===== src/rtl/sym_seq_pkg.sv =====
// Shared types and constants for the symbol-sequence transmitter.
package sym_seq_pkg;

    localparam int unsigned SYM_W_DEF = 2;
    localparam logic [SYM_W_DEF-1:0] IDLE_SYM = 2'b00;

    typedef enum logic [1:0] {
        IDLE  = 2'd0,
        SEND  = 2'd1,
        DRAIN = 2'd2,
        FIN   = 2'd3
    } state_t;

endpackage


===== src/rtl/sym_seq_buf.sv =====
// Symbol buffer: DEPTH x SYM_W register file, synchronous write,
// combinational read, asynchronous reset to 00.
module sym_seq_buf #(
    parameter int unsigned DEPTH = 8,
    parameter int unsigned SYM_W = 2
) (
    input  logic                     clk,
    input  logic                     rst_n,
    input  logic                     wr_en,
    input  logic [$clog2(DEPTH)-1:0] wr_addr,
    input  logic [SYM_W-1:0]         wr_data,
    input  logic [$clog2(DEPTH)-1:0] rd_addr,
    output logic [SYM_W-1:0]         rd_data
);

    logic [SYM_W-1:0] mem [DEPTH];

    always_ff @(posedge clk or negedge rst_n) begin
        if (!rst_n) begin
            for (int i = 0; i < int'(DEPTH); i++) begin
                mem[i] <= '0;
            end
        end else if (wr_en) begin
            mem[wr_addr] <= wr_data;
        end
    end

    assign rd_data = mem[rd_addr];

endmodule


===== src/rtl/sym_seq_tx.sv =====
// Symbol-sequence transmitter: replays buffered symbols on X, logs Moore Z.
// Optional feature macro: SYM_SEQ_TX_LOOP_EN (adds LOOP input for repeating passes).
module sym_seq_tx
    import sym_seq_pkg::*;
#(
    parameter int unsigned DEPTH = 8,
    parameter int unsigned HOLD  = 1,
    parameter int unsigned SYM_W = SYM_W_DEF
) (
    input  logic                     CLK,
    input  logic                     RST_N,
    input  logic                     WR_EN,
    input  logic [$clog2(DEPTH)-1:0] WR_ADDR,
    input  logic [SYM_W-1:0]         WR_DATA,
    input  logic [$clog2(DEPTH):0]   LEN,
    input  logic                     START,
    input  logic                     Z,
`ifdef SYM_SEQ_TX_LOOP_EN
    input  logic                     LOOP,
`endif
    output logic [SYM_W-1:0]         X,
    output logic                     X_VALID,
    output logic [DEPTH-1:0]         Z_LOG,
    output logic                     BUSY,
    output logic                     DONE
);

    localparam int unsigned AW = $clog2(DEPTH);
    localparam int unsigned LW = AW + 1;
    localparam int unsigned HW = (HOLD > 1) ? $clog2(HOLD) : 1;

    state_t           state, next_state;
    logic [AW-1:0]    idx, idx_d;
    logic [HW-1:0]    hold, hold_d;
    logic [LW-1:0]    len_q, len_sat;
    logic [SYM_W-1:0] rd_data;
    logic [SYM_W-1:0] x_d;
    logic             x_valid_d, busy_d, done_d;
    logic             in_tx, start_ok, last_hold, last_sym, loop_c, wrap;
    logic             cap_pend;
    logic [AW-1:0]    cap_idx;

`ifdef SYM_SEQ_TX_LOOP_EN
    assign loop_c = LOOP;
`else
    assign loop_c = 1'b0;
`endif

    assign in_tx     = (state == SEND) || (state == DRAIN);
    assign start_ok  = START && !in_tx;
    assign len_sat   = (LEN > LW'(DEPTH)) ? LW'(DEPTH) : LEN;
    assign last_hold = (hold == HW'(HOLD - 1));
    assign last_sym  = (LW'(idx) == (len_q - LW'(1)));
    assign wrap      = (state == SEND) && last_hold && last_sym && loop_c;

    // Buffer is frozen while a sequence is in flight
    sym_seq_buf #(
        .DEPTH (DEPTH),
        .SYM_W (SYM_W)
    ) u_buf (
        .clk     (CLK),
        .rst_n   (RST_N),
        .wr_en   (WR_EN && !in_tx),
        .wr_addr (WR_ADDR),
        .wr_data (WR_DATA),
        .rd_addr (idx_d),
        .rd_data (rd_data)
    );

    always_ff @(posedge CLK or negedge RST_N) begin
        if (!RST_N) begin
            state <= IDLE;
        end else begin
            state <= next_state;
        end
    end

    // Next state plus symbol index and hold counter
    always_comb begin
        next_state = state;
        idx_d      = idx;
        hold_d     = hold;
        case (state)
            IDLE, FIN: begin
                next_state = IDLE;
                if (START) begin
                    next_state = (len_sat == '0) ? FIN : SEND;
                    idx_d      = '0;
                    hold_d     = '0;
                end
            end
            SEND: begin
                if (last_hold) begin
                    hold_d = '0;
                    if (last_sym) begin
                        idx_d      = '0;
                        next_state = loop_c ? SEND : DRAIN;
                    end else begin
                        idx_d = idx + AW'(1);
                    end
                end else begin
                    hold_d = hold + HW'(1);
                end
            end
            DRAIN:   next_state = FIN;
            default: next_state = IDLE;
        endcase
    end

    // Output values for the coming cycle, registered below
    always_comb begin
        x_d       = SYM_W'(IDLE_SYM);
        x_valid_d = 1'b0;
        busy_d    = 1'b0;
        done_d    = 1'b0;
        case (next_state)
            SEND: begin
                x_d       = rd_data;
                x_valid_d = 1'b1;
                busy_d    = 1'b1;
            end
            DRAIN:   busy_d = 1'b1;
            FIN:     done_d = 1'b1;
            default: ;
        endcase
        if (wrap) begin
            done_d = 1'b1;
        end
    end

    // Z for a symbol is taken one cycle after its last hold cycle (Moore lag)
    always_ff @(posedge CLK or negedge RST_N) begin
        if (!RST_N) begin
            idx      <= '0;
            hold     <= '0;
            len_q    <= '0;
            cap_pend <= 1'b0;
            cap_idx  <= '0;
            X        <= '0;
            X_VALID  <= 1'b0;
            Z_LOG    <= '0;
            BUSY     <= 1'b0;
            DONE     <= 1'b0;
        end else begin
            idx      <= idx_d;
            hold     <= hold_d;
            cap_pend <= (state == SEND) && last_hold;
            cap_idx  <= idx;
            X        <= x_d;
            X_VALID  <= x_valid_d;
            BUSY     <= busy_d;
            DONE     <= done_d;
            if (start_ok) begin
                len_q <= len_sat;
                Z_LOG <= '0;
            end
            if (cap_pend) begin
                Z_LOG[cap_idx] <= Z;
            end
        end
    end

endmodule


===== config.mk =====
export PLATFORM = sky130hd
export DESIGN_NAME = sym_seq_tx
export DESIGN_NICKNAME = d
export VERILOG_FILES = /design/src/rtl/sym_seq_pkg.sv /design/src/rtl/sym_seq_buf.sv /design/src/rtl/sym_seq_tx.sv
export SDC_FILE = /design/constraint.sdc
export NUM_CORES = 1
export LEC_CHECK = 0
export BUFFER_PORTS_ARGS = -buffer_cell sky130_fd_sc_hd__buf_4
export CAP_MARGIN = 20
export CORE_MARGIN = 8
export CORE_UTILIZATION = 50
export DETAILED_ROUTE_END_ITERATION = 10
export HOLD_SLACK_MARGIN = 0.02
export PLACE_DENSITY = 0.71
export SLEW_MARGIN = 40
export SYNTH_ARGS = -nofsm -noshare
export SYNTH_HDL_FRONTEND = slang
export SYNTH_HIERARCHICAL = 1
export SYNTH_SLANG_ARGS = --single-unit

===== constraint.sdc =====
create_clock -name CLK -period 4.6 [get_ports CLK]
set_clock_uncertainty 0.05 [all_clocks]
set_input_delay 0.46 -clock CLK [delete_from_list [all_inputs] [get_ports CLK]]
set_output_delay 0.46 -clock CLK [all_outputs]
set_load 0.02 [all_outputs]

==> flow_metrics.py <==
metrics = {
    "status": {
        "status": "finished clean",
    },
    "worst_setup_path": {
        "cp_num_buf_inv": 1,
        "cp.arrival_ps": 3070,
        "critPathKind": "flop to flop",
        "cp.required_ps": 4740,
        "cp-end-kind": "flop",
        "path_common_cell": "xnor2_1",
        "max_stage_delay_ps": 620,
        "cpMaxStageDelayCell": "mux4_1",
        "cp_top_family": "multiplexers",
        "worstPathMaxFanout": 5,
        "crit_chain": "inv_1 -> ha_1 -> xnor2_1 -> xnor2_1 -> o211ai_2 -> o21ai_1 -> mux4_1 -> mux2_2 -> and2_1",
        "cp-start-kind": "flop",
    },
    "power_and_ir_drop": {
        "switching_power_w": 0.000563,
        "powerDensity_nw_per_um2": 656,
        "p_leak_nw": 1.07,
        "p_clk_share_pct": 15.4,
        "p_comb_share_pct": 42.8,
        "vdd_drop_max_mv": 0.296,
        "p_seq_share_pct": 41.8,
        "p_int_w": 0.000982,
        "switching_share_pct": 36.4,
    },
    "synth": {
        "ys_warn_count": 6,
        "synth_area_leaders": "dfrtp_1 52%, mux2_2 10%, mux4_1 5.2%, ha_1 4.3%, o21ai_1 2.7%",
        "synth_common_cells": "42 x dfrtp_1, 18 x mux2_2, 14 x nand2_1, 11 x o21ai_1, 8 x inv_1",
        "yosysUniqueCellTypes": 36,
        "syn_area_per_cell_sq_um": 12.5,
        "ys.flop_type": "dfrtp_1",
        "syn-cell-area_sq_um": 2020,
        "netlist_instances": 162,
        "synth-edff-count": 0,
        "ys_seq_elements": 42,
        "async_flop_share_pct": 100,
        "ys_seq_area_share_pct": 52.1,
        "syn_nets": 183,
        "yosys.area.top_type_share_pct": 52.1,
        "yosys.area.top_type": "dfrtp_1",
        "synth_most_common_cell": "dfrtp_1",
    },
    "final_layout": {
        "area_delta_synth_final_pct": 16.7,
        "drive_gt1_share_pct": 31.1,
        "layout.nets": 213,
        "nFillCells": 322,
        "diodes": 0,
        "final_core_util_pct": 59.7,
        "multi_input_area_sq_um": 925,
        "post-route-cell-area_sq_um": 2350,
        "seq_area_sq_um": 1050,
    },
    "sta": {
        "finalCritPeriodShare_pct": 63.8,
        "final-setup-viol-count": 0,
        "fin_setup_tns_ps": 0,
        "fin_crit_ps": 2930,
        "rsz0062_at_grt": "no",
        "drv_slew": 0,
        "finalHoldViolations": 0,
        "worstMarginPinSlew_ps": 536,
        "relSlewSlack_pct": 63.7,
        "fmax_ghz": 0.341,
    },
    "placed_design": {
        "postPlaceCellArea_sq_um": 2260,
        "gp_congestion": 0.810,
        "io_buffer_count": 26,
        "dp_hpwl_um": 3100,
    },
    "global_routing": {
        "grt_pass1_vias": 1473,
        "overflow": 0,
        "grt_pass1_wl_um": 6920,
        "track_usage_pct": 14.2,
        "grt_antenna_before_repair": 0,
        "grt_max_degree": 43,
    },
    "flow_run": {
        "max-cap-violations": 0,
    },
    "clock_network": {
        "htree_levels": 2,
        "cts_sinks": 42,
        "cts_root_buf": "clkbuf_8",
        "clk_latency_ps": 290,
        "numCtsBuffers": 5,
        "clockBufferDepth": 2,
        "post_cts_resize_count": 0,
        "clkTransAtPathRegs_ps": 70,
        "cts_hold_buf": 0,
        "post_cts_buffers": 0,
        "cts_tree": "built",
    },
    "min_path": {
        "hold_path.class": "primary input to async pin",
    },
    "routing": {
        "post_drt_wl_per_cell_um": 16.7,
        "drt-initial-drc-count": 72,
        "wl_um": 4060,
        "drc": 0,
        "ant_nets": 0,
        "via_count": 1383,
        "drtPass1Iterations": 4,
        "vias_per_cell": 5.69,
    },
    "floorplan": {
        "die_h_um": 79.5,
        "fp-row-count": 23,
        "dieArea_sq_um": 6320,
        "die_x_um": 79.5,
        "initial_core_util_pct": 51.2,
        "core_area_sq_um": 3940,
        "io_pins": 27,
    },
}
-- per-layer routing --
metal / track usage [%] / wire length [um] / share of wire (%) / vias up
met2: 25.5 / 2160 / 53 / 28
met1: 14.2 / 1600 / 39 / 687
met3: 4.28 / 174 / 4.3 / 10
met5: 0 / 0 / 0 / -
met4: 7.78 / 121 / 3.0 / 0
li1: - / - / - / 658
-- path summary, 6_finish.rpt --
check | from | endpoint | slack, ps | cells past startpoint
min in group CLK | Z | Z_LOG[4] | 350 | 3
setup reg to reg | len_q[0] | X[0] | 1670 | 9
max in group asynchronous | RST_N | cap_pend | 4050 | 1
hold reg to reg | idx[2] | cap_idx[2] | 440 | 0
setup / recovery | len_q[0] | X[0] | 1670 | 9
hold / removal | RST_N | Z_LOG[5] | 90 | 1
-- cell type report --
cell class / instances / share of cell area (%)
flip-flops and latches: 42 / 44.6
multi-input cells: 109 / 39.3
repair buffers: 26 / 8.29
clock buffers: 7 / 3.67
well taps: 50 / 2.66
inverters: 8 / 1.28
clock inverters: 1 / 0.213
-- cells in the final DEF (no fill, tap or decap), types with 2 or more instances in the layout --
cell type  Yosys  routed
o21ai_1       11      11
nand2b_1       5       5
ha_1           7       7
nor2_1         2       2
nand3_1        7       7
o211ai_2       2       2
and2_1         3       3
buf_4          0      26
o21ai_0        3       3
nor3b_1        2       2
xnor2_1        2       2
inv_1          8       8
xor2_1         2       2
nand2_1       14      14
nand4_1        2       2
mux2_2        18      18
mux4_1         4       4
nand4b_1       6       6
and4bb_2       3       3
dfrtp_1       42      42
clkbuf_8       0       6
-- flip-flops by register name (all words and copies together) (netlist names) --
signal     count
cap_pend       1
len_q          4
cap_idx        3
X_VALID        1
BUSY           1
Z_LOG          8
DONE           1
X              2
idx            3
state          2
u_buf/mem     16
-- per-stage QoR --
| step | instances | hold WS [ps] | power (W) | setup slack [ps] |
|---|---|---|---|---|
| finish | 243 | 88.0 | 0.00155 | 1670 |
| global route | 243 | 124 | 0.00166 | 1470 |
| detailed placement | 235 | 417 | 0.00132 | 1680 |
| floorplan | 162 | 114 | 0.00112 | 1910 |
| global placement | 235 | 402 | 0.00128 | 1800 |
| CTS | 243 | 103 | 0.00156 | 1670 |
-- power groups by stage --
stage          registers, W  logic, W  clock network [W]
6_report           0.000645  0.000662           0.000239
5_1_grt            0.000665  0.000732           0.000260
4_1_cts            0.000645  0.000669           0.000247
3_5_place_dp       0.000652  0.000667                  0
3_3_place_gp       0.000642  0.000634                  0
2_1_floorplan      0.000649  0.000469                  0
-- kinds of logic (layout without fill, tap and decap cells) --
kind of cell	count (synthesis)	in the layout	share of synthesized area, %
xor+xnor	4	4	1.74
buf+inv	11	42	2.05
mux	23	23	15.8
simple gates	51	51	15.8
compound gates	24	24	8.13
flops	42	42	52.1
fa+ha+maj	7	7	4.34
Note: power is estimated with default switching activity, not from simulation.
